## src/rtl/adc_spi_reader.sv

```systemverilog
// SPI read-frame engine for an ADC128S022-style converter: each rising edge of
// sample_clk runs one FRAME_BITS-long frame and returns the last DATA_WIDTH bits.
module adc_spi_reader #(
  parameter int unsigned SCLK_DIV   = 25,
  parameter int unsigned FRAME_BITS = 16,
  parameter int unsigned DATA_WIDTH = 12
) (
  input  logic                  clk,
  input  logic                  rst,
  input  logic                  sample_clk,
  input  logic [2:0]            channel,
  input  logic                  adc_dout,
  output logic                  adc_cs_n,
  output logic                  adc_sclk,
  output logic                  adc_din,
  output logic [DATA_WIDTH-1:0] sample_data,
  output logic [2:0]            sample_ch,
  output logic                  sample_valid,
  output logic                  busy,
  output logic                  overrun
);

  localparam int unsigned HC_W  = $clog2(SCLK_DIV);
  localparam int unsigned BIT_W = $clog2(FRAME_BITS);
  localparam logic [HC_W-1:0]  HC_LAST  = HC_W'(SCLK_DIV - 1);
  localparam logic [BIT_W-1:0] BIT_LAST = BIT_W'(FRAME_BITS - 1);

  typedef enum logic [1:0] {IDLE, SETUP, SHIFT, HOLD} state_t;

  state_t                  state, state_n;
  logic [HC_W-1:0]         hc, hc_n;
  logic [BIT_W-1:0]        bit_cnt, bit_cnt_n;
  logic [FRAME_BITS-1:0]   cmd_sr, cmd_sr_n, cmd_new;
  logic [FRAME_BITS-1:0]   shift_in, shift_in_n;
  logic [2:0]              ch_lat, ch_lat_n;
  logic                    sample_clk_q;
  logic                    start;
  logic                    cs_n_n, sclk_n, din_n, valid_n, overrun_n;
  logic [DATA_WIDTH-1:0]   data_n;
  logic [2:0]              sch_n;

  assign start = sample_clk & ~sample_clk_q;
  assign busy  = (state != IDLE);

  always_ff @(posedge clk) begin
    if (rst) begin
      state        <= IDLE;
      hc           <= '0;
      bit_cnt      <= '0;
      cmd_sr       <= '0;
      shift_in     <= '0;
      ch_lat       <= '0;
      sample_clk_q <= 1'b1;
      adc_cs_n     <= 1'b1;
      adc_sclk     <= 1'b1;
      adc_din      <= 1'b0;
      sample_data  <= '0;
      sample_ch    <= '0;
      sample_valid <= 1'b0;
      overrun      <= 1'b0;
    end else begin
      state        <= state_n;
      hc           <= hc_n;
      bit_cnt      <= bit_cnt_n;
      cmd_sr       <= cmd_sr_n;
      shift_in     <= shift_in_n;
      ch_lat       <= ch_lat_n;
      sample_clk_q <= sample_clk;
      adc_cs_n     <= cs_n_n;
      adc_sclk     <= sclk_n;
      adc_din      <= din_n;
      sample_data  <= data_n;
      sample_ch    <= sch_n;
      sample_valid <= valid_n;
      overrun      <= overrun_n;
    end
  end

  always_comb begin
    state_n    = state;
    hc_n       = hc;
    bit_cnt_n  = bit_cnt;
    cmd_sr_n   = cmd_sr;
    shift_in_n = shift_in;
    ch_lat_n   = ch_lat;
    cs_n_n     = adc_cs_n;
    sclk_n     = adc_sclk;
    din_n      = adc_din;
    data_n     = sample_data;
    sch_n      = sample_ch;
    valid_n    = 1'b0;
    overrun_n  = start && (state != IDLE);
    cmd_new    = '0;
    cmd_new[FRAME_BITS-3 -: 3] = channel;

    unique case (state)
      IDLE: begin
        if (start) begin
          state_n  = SETUP;
          ch_lat_n = channel;
          cmd_sr_n = cmd_new;
          hc_n     = '0;
          cs_n_n   = 1'b0;
          sclk_n   = 1'b1;
          din_n    = cmd_new[FRAME_BITS-1];
        end
      end
      SETUP: begin
        if (hc == HC_LAST) begin
          state_n   = SHIFT;
          hc_n      = '0;
          bit_cnt_n = '0;
          sclk_n    = 1'b0;
          din_n     = cmd_sr[FRAME_BITS-1];
          cmd_sr_n  = cmd_sr << 1;
        end else begin
          hc_n = hc + 1'b1;
        end
      end
      SHIFT: begin
        // adc_sclk doubles as the half-bit phase: low = first half, high = second
        if (hc == HC_LAST) begin
          hc_n = '0;
          if (!adc_sclk) begin
            sclk_n     = 1'b1;
            shift_in_n = {shift_in[FRAME_BITS-2:0], adc_dout};
          end else if (bit_cnt == BIT_LAST) begin
            state_n   = HOLD;
            bit_cnt_n = '0;
            cs_n_n    = 1'b1;
            din_n     = 1'b0;
            valid_n   = 1'b1;
            data_n    = shift_in[DATA_WIDTH-1:0];
            sch_n     = ch_lat;
          end else begin
            bit_cnt_n = bit_cnt + 1'b1;
            sclk_n    = 1'b0;
            din_n     = cmd_sr[FRAME_BITS-1];
            cmd_sr_n  = cmd_sr << 1;
          end
        end else begin
          hc_n = hc + 1'b1;
        end
      end
      HOLD: begin
        if (hc == HC_LAST) begin
          state_n = IDLE;
          hc_n    = '0;
        end else begin
          hc_n = hc + 1'b1;
        end
      end
      default: state_n = IDLE;
    endcase
  end

endmodule

```

## config.mk

```make
export PLATFORM = sky130hd
export DESIGN_NAME = adc_spi_reader
export DESIGN_NICKNAME = d
export VERILOG_FILES = /design/src/rtl/adc_spi_reader.sv
export SDC_FILE = /design/constraint.sdc
export NUM_CORES = 1
export LEC_CHECK = 0
export CORE_MARGIN = 5
export CORE_UTILIZATION = 40
export CTS_CLUSTER_DIAMETER = 150
export DETAILED_ROUTE_END_ITERATION = 10
export DONT_BUFFER_PORTS = 1
export HOLD_SLACK_MARGIN = 0.12
export PLACE_DENSITY = 0.52
export SYNTH_ARGS = -nofsm -noshare
export SYNTH_HDL_FRONTEND = slang
export SYNTH_SLANG_ARGS = --single-unit
export TNS_END_PERCENT = 5
```

## constraint.sdc

```tcl
create_clock -name clk -period 2.05 [get_ports clk]
set_input_delay 0.3075 -clock clk [delete_from_list [all_inputs] [get_ports clk]]
set_output_delay 0.3075 -clock clk [all_outputs]
set_load 0.005 [all_outputs]
```

# --- Yosys cells after proc, flatten, opt, wreduce, memory -nomap -nowiden ---
# Index checks and enable logic that the tools add are counted.
# W data, S select, Z words.
totals:
  reg_bits: 63
  latch_bits: 0
  ramBits: 0
  mem_bits_ro: 0
  inputBits: 7
  output_inout_bits: 21
  word_cells: 87
  mem_count: 0
op_classes:
  addsub: 2
  multipliers: 0
  n_div: 0
  n_lt_le_gt_ge: 0
  n_eq_ne: 12
  shifts: 0
  muxes: 37
  bitwise: 5
  n_reduce_logical: 17
op_table:
  columns: ["operator", "count"]
  rows:
  - ["$mux W16", 5]
  - ["$pmux W16 S3", 1]
  - ["$mux W4", 4]
  - ["$ne A2 B2 Y1 const B", 7]
  - ["$mux W1", 13]
  - ["$mux W2", 6]
  - ["$reduce_and A4 Y1", 3]
  - ["$reduce_and A6 Y1", 2]
  - ["$mux W5", 2]
  - ["$pmux W5 S2", 1]
  - ["$reduce_and A5 Y1", 2]
  - ["$pmux W2 S4", 1]
  - ["$pmux W4 S2", 1]
  - ["$pmux W1 S3", 2]
  - ["$reduce_bool A2 Y1", 3]
  - ["$add A5 B1 Y5 const B", 1]
  - ["$eq A5 B5 Y1 const B", 1]
  - ["$add A4 B1 Y4 const B", 1]
  - ["$eq A2 B2 Y1 const B", 2]
  - ["$eq A4 B4 Y1 const B", 1]
  - ["$not A1 Y1", 4]
  - ["$reduce_or A4 Y1", 1]
  - ["$reduce_and A3 Y1", 1]
  - ["$reduce_bool A3 Y1", 1]
  - ["7 further kinds", 7]

# --- Longest topological paths before layout ---
depth:
  depth_word: 5
  depth_mapped: 8
  depth_no_buf: 6

# --- Worst setup path after synthesis ---
# No wires, ideal clock.
synth_path:
  path_type: "register -> register"
  startpoint: "register state[0]"
  endpoint: "register adc_din"
  setup_ps: 121
  arrival_ps: 1631
  required_time_ps: 1929
  slack_ps: 298
  stages_incl_launch_ff: 8
  period_less_slack_ps: 1752
  path_cell_list: "dfxtp_1 > inv_1 > ha_1 > inv_1 > nor2_1 > buf_6 > a211oi_1 > mux2_2"
synth_via:
  elab_chain_len: 3
synth_rtl:
  columns: ["item", "line_no", "text"]
  rows:
  - ["start: declaration", "30", "state_t state, state_n;"]
  - ["start signal: assignment", "62", "state <= state_n;"]
  - ["$eq A2 B1 Y1 (tied with other cells)", "96", "unique case (state)"]
  - ["$ne A2 B2 Y1 (no line) or $reduce_bool A3 Y1 (tied branches)", null, null]
  - ["$reduce_and A5 Y1 (no line)", null, null]
  - ["end signal: assignment", "71", "adc_din <= din_n;"]
  - ["end: declaration", "15", "output logic adc_din,"]
# Several ways; a longest one is shown, not always the timed one.
# A chain may end at the register's enable or synchronous reset.

# --- Final worst setup path ---
layout_path:
  startpoint: "register state[0]"
  endpoint: "register cmd_sr[11]"
layout_via:
  elab_chain_len: 3
layout_rtl:
  columns: ["item", "line_no", "text"]
  rows:
  - ["$eq A2 B2 Y1 (tied with other cells)", "96", null]
  - ["$ne A2 B2 Y1 (no line) or $reduce_bool A3 Y1 (tied branches)", null, null]
  - ["$reduce_and A6 Y1 (no line)", null, null]
  - ["end signal: assignment", "65", "cmd_sr <= cmd_sr_n;"]
  - ["end: declaration", "33", "logic [FRAME_BITS-1:0] cmd_sr, cmd_sr_n, cmd_new;"]
# Several ways; a longest one is shown, not always the timed one.

==> results.toml <==
[synth]
yosys.area_share.simple_pct = 17.76
synth_top_family_by_area = "simple AND/OR/NAND/NOR gates"
synth_xor_area_share_pct = 1.535
ys.flop_type = "dfxtp_1"
synth_common_cells = "52 x dfxtp_1, 37 x nor2_1, 33 x mux2i_1, 19 x nand2_1, 12 x a21oi_1"
yosysMostFrequentCell = "dfxtp_1"
synthTopCellsByArea = "dfxtp_1 46%, mux2i_1 14%, nor2_1 6.1%"
ys_warn_count = 0
ys_types = 41
async_flop_share_pct = 0
netlist_instances = 238
post_synth_fa_ha_maj_area_fraction_pct = 4.934
synth_nets = 254
synth_compound_area_share_pct = 9.046
syn_area_per_cell_sq_um = 9.589
muxShareOfSynthArea_pct = 16.45
netlist.area_leader.share_pct = 45.61
synth-edff-count = 0
synth_area_leader_cell = "dfxtp_1"
synth_seq_cells = 52
syn_area_sq_um = 2282
ys_seq_area_share_pct = 45.61

[floorplanning]
dieArea_sq_um = 7316
die_w_um = 85.54
core_area_sq_um = 5540
dieHeight_um = 85.54
core.rowCount = 27
ioPinCount = 28
initial_utilization_pct = 41.19

[power]
p_sw_share_pct = 30.49
intPower_mw = 1.563
vdd_ir_drop_max_v = 0.0005670
comb_power_share_pct = 24.9
cellPowerDensity_nw_per_um2 = 899.8
seqPwrFrac_pct = 48.6
leakagePower_nw = 1.013
power.total_mw = 2.248
p_sw_mw = 0.6855
pwr-share-clk_pct = 26.4

[placement]
place_congestion = 0.7858
dpl_cell_area_sq_um = 2377
placed_cells = 306
io_buffers = 0
dp_hpwl_um = 3080

[timing]
finalSetupViolations = 0
min_period_ps = 1874
worst_pin_slew_ps = 481.5
rsz0062_at_grt = "no"
hold_violations = 0
finalClockSkew_ps = 7.752
period_share_pct = 91.40
fmax_mhz = 533.7
relSlewSlack_pct = 67.56
tns_ps = 0
finalMaxSlewViolations = 0

[worst_hold_path]
hold_path_class = "input port to register"
hold_end = "ch_lat[1]$_SDFFE_PP0P_"
min_from = "channel[1]"
hold_path_depth = 2

[global_route]
grt_pass1_wl_um = 7638
grt_pass1_vias = 1582
gr-total-overflow = 0
grt_antenna_before_repair = 0
track_usage_pct = 12.94
grt_max_degree = 40

[outcome]
status = "finished, final reports clean"

[finish]
drive_above_1_share_pct = 12.30
post-route-cell-area_sq_um = 2499
nNetsFinal = 259
stdcell_count = 316
antenna_cells = 0
area_growth_pct = 9.485

[worst_setup_path]
worstReg2RegStart = "state[0]$_SDFFE_PP0P_"
r2r_cells = 6
arrival_ps = 2110
crit_path_max_fanout = 9
r2r-end = "cmd_sr[11]$_SDFFE_PP0P_"
r2r_setup_slack_ps = 180
path_class = "register to register"
cp-end-kind = "register"
crit_path_start_kind = "register"
required_ps = 2290

[clock_network]
cts_buffer_depth = 2
post_cts_buffers = 0
clock_latency_ps = 310
cts_num_sinks = 52
cts_tree = "yes"
cts_root_buf = "clkbuf_8"
path_clk_slew_ps = 100
cts_buffers = 5
htreeDepth = 2

[routing]
vias = 1609
postRouteWirelength_um = 4412
drt-pass1-iter-count = 4
routedWlPerCell_um = 13.96
route.detailed.drc = 0
ant_nets = 0
viasPerCell = 5.092
first_iter_violations = 76

[job]
drv_cap = 0
## sequential cells by signal, summed over array words and instances (netlist names), 2 cells and up
signal	cells
ch_lat	3
hc	5
state	2
shift_in	12
sample_data	12
sample_ch	3
bit_cnt	4
cmd_sr	5
## placed cells by master (no fill, tap or decap), types with 2 or more instances in the layout
master,instances
a211oi_1,2
a21oi_1,12
buf_12,2
buf_4,8
clkbuf_8,5
dfxtp_1,52
ha_1,9
inv_1,7
mux2_2,4
mux2i_1,33
nand2_1,19
nand3_1,9
nand4_1,2
nor2_1,37
nor2b_1,2
nor3_1,2
o21ai_0,8
or2_2,2
or3_1,2
xnor2_1,2
xor2_1,2
## worst max-delay path by stage
stage	startpoint	end	cells past startpoint
2_1_floorplan	state[0]$_SDFFE_PP0P_	adc_din$_SDFFE_PP0P_	7
3_3_place_gp	hc[0]$_SDFFE_PP0P_	cmd_sr[11]$_SDFFE_PP0P_	6
3_5_place_dp	state[0]$_SDFFE_PP0P_	cmd_sr[11]$_SDFFE_PP0P_	6
4_1_cts	state[0]$_SDFFE_PP0P_	cmd_sr[11]$_SDFFE_PP0P_	6
5_1_grt	state[0]$_SDFFE_PP0P_	cmd_sr[11]$_SDFFE_PP0P_	6
6_report	state[0]$_SDFFE_PP0P_	cmd_sr[11]$_SDFFE_PP0P_	6
## what timing repair did
item,4_1_cts,5_1_grt
hold buffers,2,0
gates resized for setup,0,0
endpoints found under the hold margin,39,0
## worst max-delay path, cell delays in order, from the launching register on
cell       delay [ps]
dfxtp_1           400
inv_1             110
ha_1              310
and4_1            260
buf_4             160
a2111oi_4         330
mux2i_1           230
## metal layers
layer  track usage (%)  share of wire, %  vias up
li1                  -                 -      829
met1             16.68                50      750
met2             20.13                42       24
met3             4.611               5.9        6
met4             4.317               1.5        0
met5                 0                 0        -
## metrics by stage
step | utilization (%) | setup WS (ps) | hold slack, ps
6_report | 45.10 | 176.2 | 141.3
5_1_grt | 45.10 | 17.91 | 138.2
4_1_cts | 45.10 | 167.7 | 135.6
3_5_place_dp | 42.91 | 209.3 | 386.3
3_3_place_gp | 42.91 | 227.7 | 383.1
2_1_floorplan | - | 297.9 | 414.1
## area by class of cell
class / instances / area, sq um
clock buffer: 5 / 68.82
clock inverter: 3 / 22.52
fill: 570 / 3042
inverter: 7 / 26.28
multi-input combinational: 166 / 1140
sequential: 52 / 1041
tap: 72 / 90.09
timing repair buffer: 11 / 110.1
## power by group through the flow
stage	sequential (mW)	clock, mW	combinational, mW
finish	1.09	0.595	0.561
floorplan	1.11	0	0.441
CTS	1.09	0.625	0.565
global route	1.10	0.670	0.619
global placement	1.11	0	0.551
detailed placement	1.12	0	0.544
## kinds of logic (layout without fill, tap and decap cells)
kind of cell | Yosys count | count (layout)
buffers and inverters | 20 | 26
AOI/OAI and AO/OA | 30 | 30
adders and majority gates | 9 | 9
xor gates and xnor gates | 4 | 4
and+or+nand+nor | 86 | 86
muxes | 37 | 37
DFF | 52 | 52
(Power assumes the default switching activity.)
